File: src/rtl/wb_grf.sv
// rtl/wb_grf.sv - W-stage write-back decode and 32x32 register file with write-through read bypass
// Optional GRF_TRACE_EN: prints one line per committed register write.
module wb_grf #(
  parameter logic [31:0] JAL_LINK_OFFSET = 32'd8,
  parameter logic [4:0]  LINK_REG        = 5'd31
) (
  input  logic        clk,
  input  logic        reset,
  input  logic [31:0] in_pc,
  input  logic [31:0] in_instr,
  input  logic [31:0] in_alu_out,
  input  logic [31:0] in_dm_out,
  input  logic [4:0]  rs_addr,
  input  logic [4:0]  rt_addr,
  output logic [31:0] out_rs_data,
  output logic [31:0] out_rt_data,
  output logic        out_we,
  output logic [4:0]  out_waddr,
  output logic [31:0] out_wdata
);

  logic [5:0]  op;
  logic [5:0]  funct;
  logic [4:0]  rt;
  logic [4:0]  rd;
  logic        dec_write;
  logic [4:0]  dec_addr;
  logic [31:0] dec_data;
  logic [31:0] regs [32];
  logic        unused_bits;

  assign op          = in_instr[31:26];
  assign rt          = in_instr[20:16];
  assign rd          = in_instr[15:11];
  assign funct       = in_instr[5:0];
  assign unused_bits = ^{in_instr[25:21], in_instr[10:6]};

  always_comb begin
    dec_write = 1'b0;
    dec_addr  = 5'd0;
    dec_data  = 32'd0;
    case (op)
      6'b000000: begin
        if (funct == 6'b100001 || funct == 6'b100011) begin
          dec_write = 1'b1;
          dec_addr  = rd;
          dec_data  = in_alu_out;
        end
      end
      6'b001101, 6'b001111: begin
        dec_write = 1'b1;
        dec_addr  = rt;
        dec_data  = in_alu_out;
      end
      6'b100011: begin
        dec_write = 1'b1;
        dec_addr  = rt;
        dec_data  = in_dm_out;
      end
      6'b000011: begin
        dec_write = 1'b1;
        dec_addr  = LINK_REG;
        dec_data  = in_pc + JAL_LINK_OFFSET;
      end
      default: begin
        dec_write = 1'b0;
      end
    endcase
  end

  // $0 writes and anything during reset are squashed here, so the array and the bypass both see them as no-ops
  assign out_we    = dec_write && (dec_addr != 5'd0) && !reset;
  assign out_waddr = out_we ? dec_addr : 5'd0;
  assign out_wdata = out_we ? dec_data : 32'd0;

  always_ff @(posedge clk or posedge reset) begin
    if (reset) begin
      for (int i = 0; i < 32; i++) begin
        regs[i] <= 32'd0;
      end
    end else if (out_we) begin
      regs[out_waddr] <= out_wdata;
    end
  end

  assign out_rs_data = (rs_addr == 5'd0 || reset) ? 32'd0 :
                       (out_we && rs_addr == out_waddr) ? out_wdata : regs[rs_addr];
  assign out_rt_data = (rt_addr == 5'd0 || reset) ? 32'd0 :
                       (out_we && rt_addr == out_waddr) ? out_wdata : regs[rt_addr];

`ifdef GRF_TRACE_EN
  always @(posedge clk) begin
    if (out_we) begin
      $display("%d@%h: $%d <= %h", $time, in_pc, out_waddr, out_wdata);
    end
  end
`endif

endmodule

File: config.mk
export PLATFORM = sky130hd
export DESIGN_NAME = wb_grf
export DESIGN_NICKNAME = d
export VERILOG_FILES = /design/src/rtl/wb_grf.sv
export SDC_FILE = /design/constraint.sdc
export NUM_CORES = 2
export LEC_CHECK = 0
export BUFFER_PORTS_ARGS = -buffer_cell sky130_fd_sc_hd__buf_4
export CAP_MARGIN = 40
export CORE_MARGIN = 2
export CORE_UTILIZATION = 40
export DETAILED_ROUTE_END_ITERATION = 12
export SLEW_MARGIN = 10
export SYNTH_ARGS = -nofsm -noshare
export SYNTH_HDL_FRONTEND = slang
export SYNTH_SLANG_ARGS = --single-unit
File: constraint.sdc
create_clock -name clk -period 33.9 [get_ports clk]
set_clock_uncertainty 0.15 [all_clocks]
set_input_delay 5.085 -clock clk [delete_from_list [all_inputs] [get_ports clk]]
set_output_delay 5.085 -clock clk [all_outputs]
set_load 0.05 [all_outputs]
==> results.md <==
- Final WL: 178000 um
- Worst-Skew Late Latency: 0.69 ns
- Fmax: 68.6 MHz
- Vias in the first global route: 41652
- Top Ports: 242
- Seq/Total Area, Yosys: 46.5%
- Cell Area, Synth: 55200 um2
- Drt pass-1 iters: 6
- Sw Ratio: 24.0%
- Initial core utilization: 40.2%
- DP HPWL: 110000 um
- GP Congestion: 0.901
- Clk buf depth: 3
- Final Max Tran Viols: 0
- Crit-path max FO: 36
- # fillers: 12491
- Global-route wire length before repair: 270000 um
- RSZ-0062 raised after global routing: no
- Cells along the critical path: buf_4 > nor4b_4 > nand4_1 > a31o_2 > inv_2 > a2111oi_4 > o2111ai_4 > buf_4 > nand2_1 > a21oi_1 > buf_4
- CP max-delay cell: nor4b_4
- CTS sink cnt: 1024
- Hold WC Path Type: flip-flop to flip-flop
- CTS clk-pin slew, worst paths: 0.06 ns
- Final Setup Violations: 0
- Final hold violation count: 0
- Setup WS post-layout: 19.33 ns
- GR Util All Layers: 25.4%
- Via count: 40993
- Logic pwr share: 7.4%
- CTS resizes: 0
- CP endpoint kind: primary output
- Clk pwr share: 47.6%
- Ys Warns: 0
- Kind of critical path: primary input to primary output
- Switch Pwr: 653 uW
- Remaining Overflow, GRT: 0
- Most frequent cells in the layout: nand2_1, dfrtp_1, o21ai_0, mux4_2, buf_4
- Starting DRC count in detailed routing: 3778
- Synth unique cells: 70
- Commonest non-fill, non-tap cell in the layout: nand2_1
- Final nets: 5114
- Clk root buf: clkbuf_16
- Die Width: 375 um
- Std-Cell Rows: 136
- Critical Path Stages: 11
- Max_cap viols: 0
- Layout cells sized above 1: 25.0%
- Delay-heaviest family, CP: buffers and inverters
- Setup TNS: 0 ns
- # diodes: 0
- Most common cell on crit path: buf_4
- #FFs+latches synth: 1024
- Largest Register: regs
- ANT nets after route: 0
- Wire per inst: 25.9 um
- Top_reg_cell synth: dfrtp_1
- Core ar.: 137000 um2
- Status: finished, final reports clean
- Largest net degree at the start of global routing: 188
- Post-synth EDFFs: 0
- Worst slew pin tran: 1.09 ns
- VDD IR max: 42.5 uV
- Fin crit period: 14.57 ns
- Post-Syn Instances: 5031
- Sequential power share: 45.0%
- Biggest regs: regs x1024
- CTS Buf Count: 111
- H-Tree Depth: 3
- Slew HR: 27.1%
- Initial antenna violation count: 0
- CP peak stage delay: 0.62 ns
- TritonCTS clock tree: done
- Part of the cycle the worst path needs: 43.0%
- Max FFs per register: 1024
- DRC errors left: 0
- Post-DP Area: 59100 um2
- Reg2reg setup slack: 33.01 ns
- Worst R2R Path Depth: 2
- Syn_nets: 5172
- Worst EP required: 28.67 ns
- Buf+Inv Stages, Crit Path: 4
- Post-CTS Hold Buffers: 0
- Avg Inst Size Synth: 11.0 um2
- Crit path launch type: primary input
- Asr flop ratio synth: 100%
- Post-CTS Setup Bufs: 0
- PD cells: 43.1 nW/um2
- Number of port buffers: 230
- Leak: 26.5 nW
- DIE HEIGHT: 375 um
- Finished Cell Area: 63000 um2
- Area Overhead vs Synth: 14.3%
- Area of the die: 141000 um2
- Internal: 2.06 mW
- DR vias/cell: 5.97
- Worst EP arrival: 9.34 ns
- Place WS: 19.42 ns
- Worst hold stages: 0
==> area by class of cell <==
cell class / instances / area [um2] / area share [%]
Multi-Input combinational cell: 3431 / 27700 / 43.9
Sequential cell: 1024 / 25600 / 40.6
Timing Repair Buffer: 363 / 3450 / 5.47
Clock buffer: 165 / 3300 / 5.24
Tap cell: 1794 / 2240 / 3.56
Clock inverter: 42 / 603 / 0.957
Inverter: 42 / 161 / 0.256
==> metal layers <==
metal / vias to the layer above / GRT usage [%] / wire length (um)
li1: 18265 / - / -
met1: 20964 / 34.1 / 73800
met2: 1426 / 41.4 / 84500
met3: 338 / 4.42 / 12800
met4: 0 / 9.20 / 6480
met5: - / 0 / 0
==> worst reg2reg max path, delay by kind of cell (launching register included) <==
family             cells  cell delay, ns
AOI/OAI and AO/OA      1            0.11
DFF                    1            0.40
and+or+nand+nor        1            0.08
==> final timing paths <==
check                        startpoint         endpoint
max                        in_instr[26]  out_rt_data[18]
min                          regs[1009]       regs[1009]
max reg2reg                   regs[175]        regs[175]
min reg2reg                  regs[1009]       regs[1009]
max in group asynchronous         reset        regs[940]
min in group asynchronous         reset        regs[511]
==> power by group through the flow <==
stage | logic [mW] | registers [mW] | clock network [mW]
final | 0.202 | 1.22 | 1.29
after global routing | 0.214 | 1.22 | 1.36
after CTS | 0.203 | 1.22 | 1.31
after detailed placement | 0.202 | 1.24 | 0
after global placement | 0.196 | 1.24 | 0
after floorplan | 0.122 | 1.25 | 0
==> logic make-up after synthesis <==
logic type,synth area share (%)
buffers and inverters,4.07
DFF,46.5
adders and majority gates,0.0227
xor gates and xnor gates,0.159
and+or+nand+nor,10.5
AOI/OAI and AO/OA,13.3
muxes,25.4
==> metrics by stage <==
step	cells	util (%)	hold WS (ns)	power, mW
after global placement	6607	42.4	0.226	1.44
after CTS	6860	45.9	0.246	2.74
after global routing	6861	46.0	0.258	2.80
final	6861	46.0	0.245	2.72
after floorplan	5031	-	0.291	1.37
after detailed placement	6653	43.1	0.233	1.45
==> synth_stat cells, drive strengths merged, types with 36 or more instances <==
cell type  instances  area share (%)
nor2b             65            0.74
mux4             512              21
mux2i            102             1.9
a211oi           129             1.8
inv               42            0.29
mux2             131             2.7
buf              101            0.84
nand2           1057             7.2
o22ai             64            0.73
nand3             46            0.53
nor2              58            0.42
dfrtp           1024              46
o21ai           1006             9.1
a21oi             36            0.33
clkbuf           433             2.9
No activity file was read; power rests on OpenSTA's default activity.
